<file path="src/rtl/perf_pkg.sv">
// Shared constants, state type and sizing helper for the performance counter unit.
// The optional shadow bank is enabled with the PERF_SNAPSHOT_EN macro.
package perf_pkg;

  localparam int unsigned CNT_CYCLES  = 0;
  localparam int unsigned CNT_INST    = 1;
  localparam int unsigned CNT_CH_BASE = 2;
  localparam int unsigned CNT_PER_CH  = 3;

  typedef enum logic [1:0] {
    IDLE,
    RUN,
    FROZEN
  } perfState_e;

  function automatic int unsigned num_counters(input int unsigned numCh);
    return CNT_CH_BASE + CNT_PER_CH * numCh;
  endfunction

endpackage

</file>
<file path="src/rtl/perf_ctr_cell.sv">
// Single event counter with synchronous clear, saturate-or-wrap overflow and a sticky
// overflow flag.
module perf_ctr_cell #(
  parameter int unsigned CNT_W    = 32,
  parameter bit          SATURATE = 1'b1
) (
  input  logic             clk,
  input  logic             rst_n,
  input  logic             inc,
  input  logic             clr,
  output logic [CNT_W-1:0] count,
  output logic             ovf
);

  always_ff @(posedge clk) begin
    if (!rst_n || clr) begin
      count <= '0;
      ovf   <= 1'b0;
    end else if (inc) begin
      if (&count) begin
        ovf   <= 1'b1;
        count <= SATURATE ? count : '0;
      end else begin
        count <= count + CNT_W'(1);
      end
    end
  end

endmodule

</file>
<file path="src/rtl/perf_counter_unit.sv">
// Cycle, instruction and per-cache event counters with a registered read port.
// Define PERF_SNAPSHOT_EN to build the shadow bank read through rd_addr MSB.
module perf_counter_unit
  import perf_pkg::*;
#(
  parameter int unsigned NUM_CH   = 2,
  parameter int unsigned CNT_W    = 32,
  parameter bit          SATURATE = 1'b1,
  parameter int unsigned ADDR_W   = 5
) (
  input  logic              clk,
  input  logic              rst_n,
  input  logic              start,
  input  logic              clear,
  input  logic              retire,
  input  logic              halt,
  input  logic [NUM_CH-1:0] cache_req,
  input  logic [NUM_CH-1:0] cache_hit,
  input  logic [NUM_CH-1:0] cache_stall,
  input  logic              snap,
  input  logic              rd_en,
  input  logic [ADDR_W:0]   rd_addr,
  output logic [CNT_W-1:0]  rd_data,
  output logic              rd_valid,
  output logic              rd_err,
  output logic              running,
  output logic              frozen,
  output logic              ovf_any,
  output logic              proto_err
);

  localparam int unsigned NUM_CNT = num_counters(NUM_CH);

  perfState_e        state;
  logic [NUM_CNT-1:0] incVec;
  logic [NUM_CNT-1:0] ovfVec;
  logic [CNT_W-1:0]   cntVal [NUM_CNT];
  logic [ADDR_W-1:0]  rdIdx;
  logic               rdBank;
  logic [CNT_W-1:0]   rdMux;
  logic               rdMiss;

  always_ff @(posedge clk) begin
    if (!rst_n || clear) begin
      state     <= IDLE;
      proto_err <= 1'b0;
    end else begin
      if (state == RUN && |(cache_hit & ~cache_req)) proto_err <= 1'b1;
      // start has priority over a coincident halt while idle
      case (state)
        IDLE:    if (start) state <= RUN;
        RUN:     if (halt) state <= FROZEN;
        FROZEN:  state <= FROZEN;
        default: state <= IDLE;
      endcase
    end
  end

  assign running = (state == RUN);
  assign frozen  = (state == FROZEN);
  assign ovf_any = |ovfVec;

  always_comb begin
    incVec = '0;
    if (state == RUN) begin
      incVec[CNT_CYCLES] = 1'b1;
      incVec[CNT_INST]   = retire;
      for (int unsigned c = 0; c < NUM_CH; c++) begin
        incVec[CNT_CH_BASE + CNT_PER_CH * c]     = cache_req[c];
        incVec[CNT_CH_BASE + CNT_PER_CH * c + 1] = cache_hit[c] & cache_req[c];
        incVec[CNT_CH_BASE + CNT_PER_CH * c + 2] = cache_stall[c];
      end
    end
  end

  for (genvar g = 0; g < NUM_CNT; g++) begin : gCell
    perf_ctr_cell #(
      .CNT_W   (CNT_W),
      .SATURATE(SATURATE)
    ) uCell (
      .clk  (clk),
      .rst_n(rst_n),
      .inc  (incVec[g]),
      .clr  (clear),
      .count(cntVal[g]),
      .ovf  (ovfVec[g])
    );
  end

`ifdef PERF_SNAPSHOT_EN
  logic [CNT_W-1:0] shadow [NUM_CNT];

  // Shadow survives clear; a coincident clear still captures the pre-clear values.
  always_ff @(posedge clk) begin
    if (!rst_n) begin
      for (int unsigned i = 0; i < NUM_CNT; i++) shadow[i] <= '0;
    end else if (snap && (state == RUN || state == FROZEN)) begin
      for (int unsigned i = 0; i < NUM_CNT; i++) shadow[i] <= cntVal[i];
    end
  end
`else
  logic unusedSnap;
  assign unusedSnap = snap;
`endif

  assign rdIdx  = rd_addr[ADDR_W-1:0];
  assign rdBank = rd_addr[ADDR_W];

  always_comb begin
    rdMux  = '0;
    rdMiss = 1'b1;
    for (int unsigned i = 0; i < NUM_CNT; i++) begin
      if (rdIdx == ADDR_W'(i)) begin
        if (!rdBank) begin
          rdMux  = cntVal[i];
          rdMiss = 1'b0;
        end
`ifdef PERF_SNAPSHOT_EN
        else begin
          rdMux  = shadow[i];
          rdMiss = 1'b0;
        end
`endif
      end
    end
  end

  always_ff @(posedge clk) begin
    if (!rst_n) begin
      rd_valid <= 1'b0;
      rd_err   <= 1'b0;
      rd_data  <= '0;
    end else begin
      rd_valid <= rd_en;
      rd_err   <= rd_en & rdMiss;
      if (rd_en) rd_data <= rdMux;
    end
  end

endmodule

</file>
<file path="config.mk">
export PLATFORM = sky130hd
export DESIGN_NAME = perf_counter_unit
export DESIGN_NICKNAME = d
export VERILOG_FILES = /design/src/rtl/perf_pkg.sv /design/src/rtl/perf_ctr_cell.sv /design/src/rtl/perf_counter_unit.sv
export SDC_FILE = /design/constraint.sdc
export NUM_CORES = 1
export LEC_CHECK = 0
export CAP_MARGIN = 20
export CORE_MARGIN = 2
export CORE_UTILIZATION = 55
export DETAILED_ROUTE_END_ITERATION = 10
export GPL_ROUTABILITY_DRIVEN = 0
export MAX_ROUTING_LAYER = met4
export PLACE_DENSITY = 0.77
export SETUP_SLACK_MARGIN = 0.4
export SKIP_CTS_REPAIR_TIMING = 1
export SLEW_MARGIN = 10
export SYNTH_ARGS = -nofsm -noshare
export SYNTH_HDL_FRONTEND = slang
export SYNTH_SLANG_ARGS = --single-unit
</file>
<file path="constraint.sdc">
create_clock -name clk -period 2.9 [get_ports clk]
set_input_delay 0.58 -clock clk [delete_from_list [all_inputs] [get_ports clk]]
set_output_delay 0.58 -clock clk [all_outputs]
set_load 0.05 [all_outputs]
</file>
==> flow_metrics.tcl, run 1 <==
set metrics [dict create \
    slew_headroom_pct 48.6 \
    dp_hpwl_um 41800 \
    synthArstFlopShare_pct 0 \
    p_per_area_mw_per_mm2 449 \
    cts_made_buffers 35 \
    clk_pin_slew_ns 0.06 \
    critPathBufInv 2 \
    slew_violations 0 \
    yosysWarnings 0 \
    grt_max_degree 73 \
    diodes 0 \
    root_buffer "clkbuf_16" \
    final_common_cell "dfxtp_1" \
    hold_path_class "reg -> reg" \
    grt_usage_pct 35.1 \
    mostFrequentLayoutCells "dfxtp_1 (299), a21oi_1 (182), nand2_1 (141)" \
    hold_viol 0 \
    syn-num-nets 2195 \
    die_h_um 181 \
    worstSetupPathType "in -> reg" \
    reg2reg_depth 8 \
    finalWorstSetupSlack_ns 0.327 \
    fin_nets 2271 \
    cp_max_fo 32 \
    io_buffers 56 \
    vias_per_cell 6.99 \
    wl_per_cell_um 21.9 \
    num_rows 64 \
    fillers 2570 \
    min_period_ns 2.57 \
    required_ns 3.30 \
    power_uw 9110 \
    cts_tree "yes" \
    max_cap_viol_count 0 \
    ir_drop_uv 466 \
    overflow 0 \
    area_growth_pct 17.1 \
    clk_latency_ns 0.52 \
    p_leak_uw 0.00615 \
    antenna_found_initial 1 \
    whs_ns 0.479 \
    path_cells "clkdlybuf4s50_1 > or4b_2 > buf_12 > a211oi_1 > a311oi_1 > a22oi_1 > a21oi_1" \
    clockBufferDepth 3 \
    status "finished, final reports clean" \
    synth_edf_count 0 \
    io_pins 58 \
    period_share_pct 88.7 \
    syn_area_per_cell_um2 8.00 \
    worstSetupEndpointType "flip-flop" \
    syn_inst 2164 \
    ys_seq_elements 301 \
    worstMarginPinSlew_ns 0.764 \
    start_kind "input pin" \
    ant_nets 0 \
    cts.sinks 301 \
    start_util_pct 56.2 \
    synth_ff_type "dfxtp_1" \
    cp.depth 7 \
    dieArea_mm2 0.0329 \
    critPathSlowestCell "or4b_2" \
    rsz0062_at_grt "true" \
    max_stage_delay_ns 0.76 \
    netlist_area_mm2 0.0173 \
    grt_pass1_vias 16200 \
    setup_viol 0 \
    holdPathStages 2 \
    first_pass_iters 7 \
    clock.fmax_ghz 0.389 \
    synth_cell_types 75 \
    crit_family "compound AO/OA/AOI/OAI gates" \
    drive_gt1_share_pct 12.6 \
    crit_arrival_ns 2.98 \
    die_w_um 181 \
    utilization_pct 65.8 \
    ys_seq_area_share_pct 34.8 \
    place_ws_ns -0.182 \
    wirelength_um 58100 \
    drtIter0Drc 2402 \
    grt_pass1_wl_um 90000 \
    route.detailed.drc 0 \
    finClkSkew_ns 0.0104 \
    cts_max_level 2 \
    vias 18600 \
    fp.coreArea_mm2 0.0308 \
]
-- per-stage QoR --
| stage | setup TNS, ns | cell area (um2) | instances |
|---|---|---|---|
| after floorplan | 0 | 17300 | 2164 |
| after global placement | -1.90 | 19000 | 2585 |
| after detailed placement | -3.10 | 19000 | 2585 |
| after CTS | -0.00405 | 20100 | 2644 |
| after global routing | 0 | 20300 | 2658 |
| final | 0 | 20300 | 2658 |
-- Yosys cell counts, drive strengths merged (39+ instances only) --
master,count,share of area (%)
dfxtp,301,35
a21oi,183,5.3
clkbuf,149,3.2
nand2,141,3.1
nor2,125,2.7
o21ai,123,3.6
nand3,120,3.5
or3,93,3.4
nand4,87,3.2
or4,66,2.9
a22oi,62,2.7
nor3,58,1.7
o31ai,49,2.2
nand2b,44,1.6
a211oi,42,1.8
o2111ai,39,2.0
xnor2,39,2.0
-- power by group --
part	internal [uW]	switching (uW)	total (uW)	leakage (uW)
clock network	2550	1760	4310	0.000544
registers	4160	23.1	4190	0.00243
logic	210	406	616	0.00318
total	6920	2190	9110	0.00615
-- worst paths after layout --
check                                start                       end  slack, ns
worst min-delay path             proto_err                 proto_err       0.48
worst max register to register    state[1]  gCell[4].uCell.count[29]       0.42
worst max-delay path            rd_addr[3]                rd_data[5]       0.33
worst min register to register   proto_err                 proto_err       0.48
-- registers in the layout, indices dropped and copies added, names as in the netlist --
name	flops
rd_err	1
gCell.uCell.count	256
proto_err	1
gCell.uCell.ovf	8
rd_data	32
state	2
rd_valid	1
-- worst reg2reg max path: stages (launching register included) --
cell and delay, ns:
dfxtp_1 0.32, inv_2 0.09, ha_4 0.21, nand4_1 0.14, or4_4 0.59, a2111o_1 0.44
buf_4 0.17, or4_1 0.40, nand2_1 0.08
-- final cells by class --
type / instances / area [um2] / share of cell area (%)
Clock inverter: 10 / 104 / 0.512
Tap cell: 396 / 495 / 2.44
Inverter: 36 / 135 / 0.666
Multi-Input combinational cell: 1661 / 10700 / 52.6
Clock buffer: 49 / 988 / 4.87
Sequential cell: 301 / 6030 / 29.7
Timing Repair Buffer: 205 / 1870 / 9.22
-- metal layers --
layer | wire length [um] | vias to the layer above | global-route usage, %
met1 | 23600 | 8759 | 46.4
met5 | 0 | - | -
met4 | 3180 | 0 | 16.8
met3 | 6340 | 219 | 6.36
li1 | - | 8529 | -
met2 | 25000 | 1072 | 52.0
-- kinds of logic after synthesis --
logic type	after synthesis	share of synthesized area [%]
compound gates	658	25.4
xor+xnor	63	3.19
fa+ha+maj	11	0.795
buf+inv	202	4.48
flops	301	34.8
mux	50	3.11
simple gates	879	28.3
Power figures use the tool's default switching activity.
==> run 2, diff against run 1 <==
--- a/config.mk
+++ b/config.mk
@@ -7,11 +7,11 @@
 export LEC_CHECK = 0
 export CAP_MARGIN = 20
 export CORE_MARGIN = 2
-export CORE_UTILIZATION = 55
+export CORE_UTILIZATION = 62
 export DETAILED_ROUTE_END_ITERATION = 10
 export GPL_ROUTABILITY_DRIVEN = 0
 export MAX_ROUTING_LAYER = met4
-export PLACE_DENSITY = 0.77
+export PLACE_DENSITY = 0.85
 export SETUP_SLACK_MARGIN = 0.4
 export SKIP_CTS_REPAIR_TIMING = 1
 export SLEW_MARGIN = 10
==> constraint.sdc (replaced) <==
create_clock -name clk -period 2.9 [get_ports clk]
set_input_delay 0.58 -clock clk [delete_from_list [all_inputs] [get_ports clk]]
set_output_delay 0.58 -clock clk [all_outputs]
set_load 0.1 [all_outputs]
==> run 2 against run 1 <==
  * Count of clock-buffer cells in the layout is 8 higher
  * Worst setup slack gained 0.050 ns
  * Via count rose by 1.6%
  * Register-to-register slack about the same
  * Total power up 2.2%
  * Highest routed layer unchanged
==> flow_metrics.tcl, run 2 (synthesized netlist as in run 1, its figures left out) <==
set metrics [dict create \
    start_util_pct 62.7 \
    regMostFlops "gCell.uCell.count" \
    fin_setup_tns_ns 0 \
    die_w_um 171 \
    ant_nets 0 \
    vias 18900 \
    gr-usage-met1_pct 49.7 \
    clk_latency_ns 0.52 \
    fin_nets 2257 \
    route.detailed.drc 0 \
    clockBufferDepth 3 \
    max_cap_viol_count 0 \
    final_common_cell "dfxtp_1" \
    multi_input_area_mm2 0.0107 \
    fp.coreArea_mm2 0.0276 \
    status "finished, final reports clean" \
    worstSetupEndpointType "flip-flop" \
    whs_endpoint "proto_err" \
    root_buffer "clkbuf_16" \
    rsz0062_at_grt "true" \
    top_usage_layer "met2" \
    hold_path_class "reg -> reg" \
    largest_reg_flops 256 \
    grt_max_degree 73 \
    wl_per_cell_um 22.3 \
    period_share_pct 87.0 \
    cts_max_level 2 \
    reg_top3 "gCell.uCell.count (256), rd_data (32), gCell.uCell.ovf (8)" \
    use_met2_pct 60.6 \
    reg2reg_depth 7 \
    num_rows 61 \
    critical_path.reg2reg.startpoint "state[1]" \
    fillers 2047 \
    grt_usage_pct 39.7 \
    drive_gt1_share_pct 14.0 \
    slew_violations 0 \
    grt_pass1_vias 16600 \
    cp_max_fo 34 \
    min-delay-start "proto_err" \
    area_growth_pct 16.1 \
    stdcell_area_mm2 0.0201 \
    io_buffers 56 \
    start_kind "input pin" \
    r2r-end "gCell[4].uCell.count[31]" \
    holdPathStages 2 \
    p_leak_uw 0.00610 \
    worstMarginPinSlew_ns 0.770 \
    overflow 0 \
    cts_made_buffers 34 \
    drtIter0Drc 3057 \
    seqCellArea_mm2 0.00604 \
    grt_pass1_wl_um 89400 \
    slew_headroom_pct 48.3 \
    first_pass_iters 9 \
    finClkSkew_ns 0.0144 \
    required_ns 3.30 \
    placed_cell_area_mm2 0.0187 \
    cts_tree "yes" \
    io_pins 58 \
    mostFrequentLayoutCells "dfxtp_1 (293), a21oi_1 (183), buf_4 (160)" \
    worstSetupPathType "in -> reg" \
    wirelength_um 58600 \
    whs_ns 0.470 \
    hold_viol 0 \
    cts.sinks 301 \
    dp_hpwl_um 40800 \
    rrSetupSlack_ns 0.42 \
    antenna_found_initial 2 \
    use_met3_pct 7.61 \
    vias_per_cell 7.18 \
    ir_drop_uv 465 \
    clk_pin_slew_ns 0.06 \
    die_h_um 171 \
    crit_arrival_ns 2.92 \
    clock.fmax_ghz 0.396 \
    min_period_ns 2.52 \
    p_per_area_mw_per_mm2 463 \
    setup_viol 0 \
    dieArea_mm2 0.0293 \
]
## run 2: changes by cell type in the layout (fill, tap and decap cells not counted), moves of 3 or more
cell and delta:
dfxtp_1 -6, clkdlybuf4s50_1 -35, clkinv_2 -5, dlymetal6s2s_1 -3, dfxtp_2 +6, clkbuf_8 +4
a211oi_2 -5, buf_6 -3, a211oi_1 +5, buf_4 +28
## run 2: worst max-delay path by stage
stage,startpoint,to,depth (start not counted)
final,rd_addr[3],rd_data[1],7
after global routing,rd_addr[3],rd_data[1],7
after CTS,gCell[7].uCell.count[24],gCell[7].uCell.count[10],5
after detailed placement,rd_addr[1],rd_data[4],7
after global placement,rd_addr[1],rd_data[31],7
after floorplan,state[1],gCell[4].uCell.count[31],7
## run 2: stage by stage
| stage | std cells | utilization [%] | total power (uW) | worst slack [ns] |
|---|---|---|---|---|
| floorplan | 2164 | - | 4720 | 0.369 |
| global placement | 2551 | 67.8 | 4930 | -0.0483 |
| detailed placement | 2551 | 67.8 | 4950 | -0.0902 |
| CTS | 2611 | 71.9 | 9280 | 0.337 |
| global route | 2630 | 72.8 | 9520 | 0.358 |
| finish | 2630 | 72.8 | 9320 | 0.377 |
## run 2: where the power goes
part,leakage (uW),internal (uW),total [uW],switching [uW]
Sequential,0.00243,4160,4190,23.8
Combinational,0.00310,198,706,508
Clock,0.000562,2670,4420,1760
## run 2: critical path, stage by stage
cell and delay (ns):
clkdlybuf4s50_1 0.51, or4b_2 0.74, buf_12 0.21, a211oi_1 0.35, a311oi_2 0.15, a22oi_1 0.24
a21oi_1 0.12
## run 2: area by class of cell
class	count	area share, %
inverter	36	0.684
clock inverter	3	0.199
clock buffer	57	5.47
timing repair buffer	192	8.19
sequential	301	30.0
multi-input combinational	1661	53.1
antenna	2	0.0249
tap	378	2.35
## run 2: routing by layer
| layer | wire length, um | vias up | part of all wire [%] |
|---|---|---|---|
| met5 | 0 | - | 0 |
| met4 | 3780 | 0 | 6.5 |
| met3 | 6840 | 274 | 12 |
| met2 | 26200 | 1278 | 45 |
| met1 | 21700 | 8802 | 37 |
| li1 | - | 8530 | - |
